$ cat src/rtl/lsu.sv
// Load/store unit: turns an ALU effective address plus store data into a
// single-port memory request, and returns extended load data to writeback.
module lsu #(
    parameter int D_WIDTH = 32
) (
    input  logic               clk,
    input  logic               rst_n,
    input  logic               ex_valid,
    output logic               ex_ready,
    input  logic               memread,
    input  logic               memwrite,
    input  logic [2:0]         funct3,
    input  logic [D_WIDTH-1:0] aluout,
    input  logic [D_WIDTH-1:0] regop2,
    output logic               mem_req,
    output logic               mem_we,
    output logic [D_WIDTH-1:0] mem_addr,
    output logic [D_WIDTH-1:0] mem_wdata,
    output logic [3:0]         mem_be,
    input  logic               mem_ack,
    input  logic [D_WIDTH-1:0] mem_rdata,
    output logic               done,
    output logic               wb_we,
    output logic [D_WIDTH-1:0] wb_data,
    output logic               err
);

    typedef enum logic [1:0] {IDLE, REQ, DONE} state_t;

    state_t             state_q;
    logic               mem_req_q;
    logic               mem_we_q;
    logic [D_WIDTH-1:0] mem_addr_q;
    logic [D_WIDTH-1:0] mem_wdata_q;
    logic [3:0]         mem_be_q;
    logic               done_q;
    logic               wb_we_q;
    logic [D_WIDTH-1:0] wb_data_q;
    logic               err_q;
    logic [2:0]         funct3_q;
    logic [1:0]         off_q;

    logic               illegal_d;
    logic [3:0]         be_d;
    logic [D_WIDTH-1:0] wdata_d;
    logic [D_WIDTH-1:0] load_d;
    logic [7:0]         lane_byte;
    logic [15:0]        lane_half;

    // Decode the presented access: legality, alignment, byte enables and lane data.
    always_comb begin
        illegal_d = 1'b0;
        if (memread && memwrite)
            illegal_d = 1'b1;
        else if (memread && !(funct3 inside {3'b000, 3'b001, 3'b010, 3'b100, 3'b101}))
            illegal_d = 1'b1;
        else if (memwrite && !(funct3 inside {3'b000, 3'b001, 3'b010}))
            illegal_d = 1'b1;
        else if (funct3[1:0] == 2'b01 && aluout[0])
            illegal_d = 1'b1;
        else if (funct3[1:0] == 2'b10 && aluout[1:0] != 2'b00)
            illegal_d = 1'b1;

        case (funct3[1:0])
            2'b00: begin
                be_d    = 4'b0001 << aluout[1:0];
                wdata_d = {4{regop2[7:0]}};
            end
            2'b01: begin
                be_d    = aluout[1] ? 4'b1100 : 4'b0011;
                wdata_d = {2{regop2[15:0]}};
            end
            default: begin
                be_d    = 4'b1111;
                wdata_d = regop2;
            end
        endcase
    end

    // Pick the addressed lane from the returned word and extend it.
    always_comb begin
        case (off_q)
            2'b00:   lane_byte = mem_rdata[7:0];
            2'b01:   lane_byte = mem_rdata[15:8];
            2'b10:   lane_byte = mem_rdata[23:16];
            default: lane_byte = mem_rdata[31:24];
        endcase
        lane_half = off_q[1] ? mem_rdata[31:16] : mem_rdata[15:0];

        case (funct3_q)
            3'b000:  load_d = {{(D_WIDTH-8){lane_byte[7]}}, lane_byte};
            3'b001:  load_d = {{(D_WIDTH-16){lane_half[15]}}, lane_half};
            3'b100:  load_d = {{(D_WIDTH-8){1'b0}}, lane_byte};
            3'b101:  load_d = {{(D_WIDTH-16){1'b0}}, lane_half};
            default: load_d = mem_rdata;
        endcase
    end

    // Access sequencer with registered memory and writeback outputs.
    always_ff @(posedge clk or negedge rst_n) begin
        if (!rst_n) begin
            state_q     <= IDLE;
            mem_req_q   <= 1'b0;
            mem_we_q    <= 1'b0;
            mem_addr_q  <= '0;
            mem_wdata_q <= '0;
            mem_be_q    <= 4'b0000;
            done_q      <= 1'b0;
            wb_we_q     <= 1'b0;
            wb_data_q   <= '0;
            err_q       <= 1'b0;
            funct3_q    <= 3'b000;
            off_q       <= 2'b00;
        end else begin
            done_q  <= 1'b0;
            wb_we_q <= 1'b0;
            err_q   <= 1'b0;
            case (state_q)
                IDLE: begin
                    if (ex_valid && (memread || memwrite)) begin
                        if (illegal_d) begin
                            err_q <= 1'b1;
                        end else begin
                            mem_req_q   <= 1'b1;
                            mem_we_q    <= memwrite;
                            mem_addr_q  <= {aluout[D_WIDTH-1:2], 2'b00};
                            mem_be_q    <= be_d;
                            mem_wdata_q <= wdata_d;
                            funct3_q    <= funct3;
                            off_q       <= aluout[1:0];
                            state_q     <= REQ;
                        end
                    end
                end
                REQ: begin
                    if (mem_ack) begin
                        mem_req_q <= 1'b0;
                        done_q    <= 1'b1;
                        wb_we_q   <= !mem_we_q;
                        wb_data_q <= mem_we_q ? '0 : load_d;
                        state_q   <= DONE;
                    end
                end
                default: begin
                    state_q <= IDLE;
                end
            endcase
        end
    end

    assign ex_ready  = (state_q == IDLE);
    assign mem_req   = mem_req_q;
    assign mem_we    = mem_we_q;
    assign mem_addr  = mem_addr_q;
    assign mem_wdata = mem_wdata_q;
    assign mem_be    = mem_be_q;
    assign done      = done_q;
    assign wb_we     = wb_we_q;
    assign wb_data   = wb_data_q;
    assign err       = err_q;

endmodule

$ cat config.mk
export PLATFORM = sky130hd
export DESIGN_NAME = lsu
export DESIGN_NICKNAME = d
export VERILOG_FILES = /design/src/rtl/lsu.sv
export SDC_FILE = /design/constraint.sdc
export NUM_CORES = 1
export LEC_CHECK = 0
export ABC_AREA = 1
export CAP_MARGIN = 20
export CORE_AREA = 2 2 126 104
export CTS_CLUSTER_DIAMETER = 30
export DETAILED_ROUTE_END_ITERATION = 8
export DIE_AREA = 0 0 128 106
export HOLD_SLACK_MARGIN = 0.12
export PLACE_DENSITY = 0.86
export SETUP_SLACK_MARGIN = 0.3
export SLEW_MARGIN = 25
export SYNTH_ARGS = -nofsm -noshare
export SYNTH_HDL_FRONTEND = slang
export SYNTH_SLANG_ARGS = --single-unit
$ cat constraint.sdc
create_clock -name clk -period 1.8 [get_ports clk]
set_clock_uncertainty 0.1 [all_clocks]
set_input_delay 0.18 -clock clk [delete_from_list [all_inputs] [get_ports clk]]
set_output_delay 0.18 -clock clk [all_outputs]
set_load 0.02 [all_outputs]
# Word-level counts from Yosys, hierarchy flattened
# Cells that the tools add are included.
# op_classes
add_sub_neg	0
muxes	27
n_reduce_logical	23
div_mod_pow	0
shifts	1
bitwise_logic	1
magnitude_cmp	0
n_eq_ne	15
n_mul	0
# ops
operator	count
32-bit case mux with 4 select lines	1
32-bit case mux with 2 select lines	1
32-bit 2-to-1 mux	1
8-bit case mux with 3 select lines	1
16-bit 2-to-1 mux	1
1-bit 2-to-1 mux	15
3-bit == test, second input constant	4
4-bit case mux with 2 select lines	1
2-bit by 1-bit == test with 1-bit output, second input constant	3
3-bit by 1-bit == test with 1-bit output, second input constant	2
1-bit logical AND	6
2-bit zero test	3
3-bit zero test	2
2-bit 2-to-1 mux	3
3-bit AND reduction	2
5-bit nonzero test	1
2-bit == test, second input constant	2
4-bit 2-to-1 mux	1
2-bit != test, second input constant	2
2-bit case mux with 2 select lines	1
4-bit AND reduction	1
2-bit nonzero test	2
1-bit by 2-bit left shift with 4-bit output, first input constant	1
3-bit by 2-bit == test with 1-bit output, second input constant	1
other kinds (7)	9
# word_totals
rom_bits	0
reg_bits	110
elab_cells	79
latchBits	0
in_bits	105
n_memories	0
ramBits	0

# Longest topological paths before layout
# logic_depth
depth_word	10
mapped_depth	10
ltp_nobuf	9

# Worst setup path before layout
# OpenSTA, ideal clock, no wires.
# synth_timing
path_kind	register -> register
startpoint	register state_q[0]
endpoint	register funct3_q[0]
stages_incl_launch_ff	8
setup_ns	0.122
required_ns	1.578
arrival_time_ns	1.434
setup_slack_ns	0.145
n_path_buf	2
synth_period_minus_slack_ns	1.655
path_cell_list	dfrtp_1 -> nor2_1 -> and3_1 -> nand3_2 -> buf_4 -> buf_4 -> nand2_1 -> o21ai_1
# synth_between
elab_chain_len	2
# synth_lines
element	line	rtl
from (decl)	30	state_t state_q;
from (signal assigned)	102	state_q <= IDLE;
from (signal assigned)	131	state_q <= REQ;
from (signal assigned)	141	state_q <= DONE;
2-bit zero test	--	
net ex_ready	9	output logic ex_ready,
3-bit AND reduction (no source line)	--	
to (signal assigned)	129	funct3_q <= funct3;
to (decl)	40	logic [2:0] funct3_q;
# The timed path passes the listed nets, and every way through them passes these cells.
# A chain may end at the register's enable or synchronous reset.

# Final worst setup path
# layout_timing
startpoint	register state_q[0]
endpoint	register mem_addr_q[16] (netlist: mem_addr[16])
# layout_between
elab_chain_len	2
# layout_lines
element	line	rtl
2-bit zero test	118	case (state_q)
3-bit AND reduction (no source line)	--	
to (signal assigned)	126	mem_addr_q <= {aluout[D_WIDTH-1:2], 2'b00};
to (decl)	33	logic [D_WIDTH-1:0] mem_addr_q;
# Every way passes these cells.

==> metrics.csv <==
stage;metric;value;unit
clocking;latest clock arrival within the worst-skew pair;0.35;ns
worst_setup_path;CP endpoint kind;flop;
worst_setup_path;critical path class;flop to flop;
global_routing;largest net degree at the start of global routing;47;
timing;setup ws final;0.241;ns
worst_setup_path;CP delay by family, top;simple AND/OR/NAND/NOR gates;
synthesis;Seq/Total Area, Yosys;53.2;%
clocking;number of buffers created by CTS;9;
synthesis;Synth top area share;53.2;%
placement;placed cell area;7510;um^2
clocking;clock buffer depth;2;
cells_and_area;layout cells sized above 1;15.1;%
timing;RSZ-0062 raised after global routing;yes;
route;vias per cell;5.08;
clocking;CTS H-tree depth;3;
worst_setup_path;reg-to-reg startpoint;state_q[0];
worst_setup_path;critical path's largest stage delay;0.41;ns
worst_setup_path;Critical Path RT;1.94;ns
placement;dpl cells;1012;
global_routing;first-pass GRT wire length;24600;um
synthesis;largest cells by area after synthesis;dfrtp_1 (53%), nand2_1 (18%), o21ai_1 (6.8%);
placement;Port-buffer cells;208;
worst_setup_path;worst-path cell chain;nor2_4, and3_4, nand3_4, buf_12, clkbuf_16, nand2_1, o21ai_1;
timing;period utilisation layout;86.6;%
floorplan;Starting Density;41.7;%
worst_setup_path;Crit-path slowest cell;dfrtp_1;
route;# DRC;0;
worst_setup_path;internal reg-to-reg setup slack;0.24;ns
cells_and_area;diode count;0;
route;drt pass-1 iters;5;
global_routing;gr ovfl total;0;
route;antenna-violating nets left;0;
cells_and_area;fin nets;1000;
floorplan;Die ar.;13600;um^2
worst_setup_path;critical path arrival;1.70;ns
timing;Fmax achieved;642;MHz
job;max_cap viols;0;
floorplan;Std-Cell Core Area;12400;um^2
synthesis;top_reg_cell synth;dfrtp_1;
clocking;clk root buf;clkbuf_16;
route;WL per Instance;16.4;um
clocking;Clk pin slew, worst setup/hold paths;0.07;ns
pwr;peak supply drop;0.000633;V
floorplan;DIE HEIGHT;106;um
route;Routed Wire Length;17400;um
timing;# setup viols final;0;
timing;final hold violation count;0;
global_routing;vias in the first global route;4940;
status;status;finished clean;
min_path;Hold WC Path Type;input pin to asynchronous set/reset pin;
clocking;CTS tree;yes;
global_routing;initial antenna violation count;0;
synthesis;Synth warnings;0;
route;DR vias;5366;
worst_setup_path;CP Launch Type;flop;
worst_setup_path;r2r worst-path depth;7;
synthesis;Syn Area/Cell;7.84;um^2
synthesis;number of synthesized flops with an enable pin;0;
worst_setup_path;FF-to-FF End;mem_addr[16];
placement;post-DP HPWL;11200;um
placement;Place WS;-0.0663;ns
placement;Placer Congestion;0.880;
synthesis;count of cell types in the netlist;25;
floorplan;Std-Cell Rows;37;
synthesis;cell with the most instances after synthesis;nand2_1;
synthesis;post-synthesis sequential element count;110;
floorplan;Die X;128;um
cells_and_area;Post-Layout Cell Count;1056;
synthesis;fraction of registers with async set/reset;100;%
clocking;CTS Sinks;110;
synthesis;commonest cells in the netlist;nand2_1 (245), dfrtp_1 (110), inv_1 (70), o21ai_1 (70), a21oi_1 (43);
worst_setup_path;Crit Path Max Fanout;10;
worst_setup_path;Buf/Inv on CP;2;
global_routing;total track usage;23.1;%
cells_and_area;Final Cell Area;8330;um^2
synthesis;cell taking the most area after synthesis;dfrtp_1;
timing;Min Clock Period, post-route;1.56;ns
pwr;PD cells;1280;nW/um^2
synthesis;mapped cell area;5170;um^2
cells_and_area;Synth-to-Final Area Change;61.0;%
synthesis;Post-Syn Instances;660;
floorplan;I/O pins;211;
route;initial detailed-routing violation count;351;
timing;max-slew violations;0;
pwr;P_leak;4.40;nW
[where the power goes]
group,total (mW),internal (mW),switching (mW)
Sequential,3.85,3.31,0.532
Combinational,4.76,1.94,2.83
Clock,2.02,1.09,0.933
Total,10.6,6.34,4.29
[worst register-to-register path: stages, from the launching register on]
cell and delay [ns]:
dfrtp_1 0.41, nor2_4 0.15, and3_4 0.21, nand3_4 0.11, buf_12 0.19, clkbuf_16 0.17, nand2_1 0.06, o21ai_1 0.06
[cells by family (layout without fill, tap and decap cells)]
family,after synthesis,count (layout),synth area share (%)
buf+inv,110,349,9.39
flops,110,110,53.2
other cells,1,2,0.0725
mux,2,2,0.387
simple gates,290,290,21.6
compound gates,147,147,15.3
[worst max path at each step]
| stage | startpoint | to | slack, ns | cells after the start |
|---|---|---|---|---|
| 5_1_grt | state_q[0] | mem_addr[16] | 0.17 | 7 |
| 2_1_floorplan | state_q[0] | funct3_q[0] | 0.32 | 7 |
| 4_1_cts | state_q[1] | ex_ready | 0.24 | 2 |
| 6_report | state_q[0] | mem_addr[16] | 0.24 | 7 |
| 3_5_place_dp | funct3[2] | mem_wdata[28] | -0.07 | 10 |
| 3_3_place_gp | funct3[2] | mem_wdata[15] | -0.03 | 10 |
[state kept, by name, summed over array words and instances, names as in the netlist]
name       count
mem_wdata     32
wb_data       32
mem_addr      30
mem_be         4
funct3_q       3
off_q          2
state_q        2
done           1
err            1
mem_req        1
mem_we         1
wb_we          1
[stage by stage]
step | setup TNS (ns) | utilization (%) | total power [mW] | hold slack [ns]
2_1_floorplan | 0 | - | 6.21 | -0.216
3_3_place_gp | -1.21 | 60.6 | 8.57 | 0.0436
3_5_place_dp | -2.38 | 60.6 | 8.69 | 0.0502
4_1_cts | 0 | 63.4 | 10.2 | 0.229
5_1_grt | 0 | 67.1 | 11.2 | 0.241
6_report | 0 | 67.1 | 10.6 | 0.221
[routing by layer]
metal,up-vias,part of all wire [%],GRT usage [%]
li1,2555,-,-
met1,2531,43,30.8
met2,249,48,37.2
met3,31,7.4,5.84
met4,0,2.1,7.14
met5,-,0,0
[timing repair]
item                                   in CTS  in global routing
hold buffers                                1                  0
pin swaps                                   2                  7
buffers inserted                            6                  6
gates cloned                                3                 12
setup endpoints to repair                 181                106
endpoints found under the hold margin     110                  0
resized for setup                         118                 79
[cells in the final DEF, fill, tap and decap left out, types with 2 or more instances in the layout]
cell             instances
clkinvlp_4               3
nand2_4                  3
clkdlybuf4s50_1        101
buf_16                   4
inv_1                   66
nand3_4                  2
buf_6                   10
nand2_1                217
a21oi_2                  6
mux2i_1                  2
nor2_1                  29
nand3_2                  2
conb_1                   2
nor2_2                   2
nand3_1                  2
o21ai_1                 65
dfrtp_2                  2
buf_12                   6
a211oi_1                 2
o21ai_2                 12
inv_2                    5
buf_4                   26
a21oi_1                 40
o21ai_0                 10
o2111ai_1                6
a21boi_0                 3
nor2_4                   5
clkbuf_16               15
dfrtp_1                108
dlygate4sd2_1          104
nand2_2                 25
nand4_1                  2
[area by class of cell]
class | instances | area, um^2
tap | 156 | 195
sequential | 110 | 2760
timing repair buffer | 261 | 2650
clock inverter | 6 | 70.1
multi-input combinational | 441 | 2160
fill | 982 | 4080
inverter | 72 | 273
clock buffer | 10 | 229
Note: power is estimated with default switching activity, not from simulation.
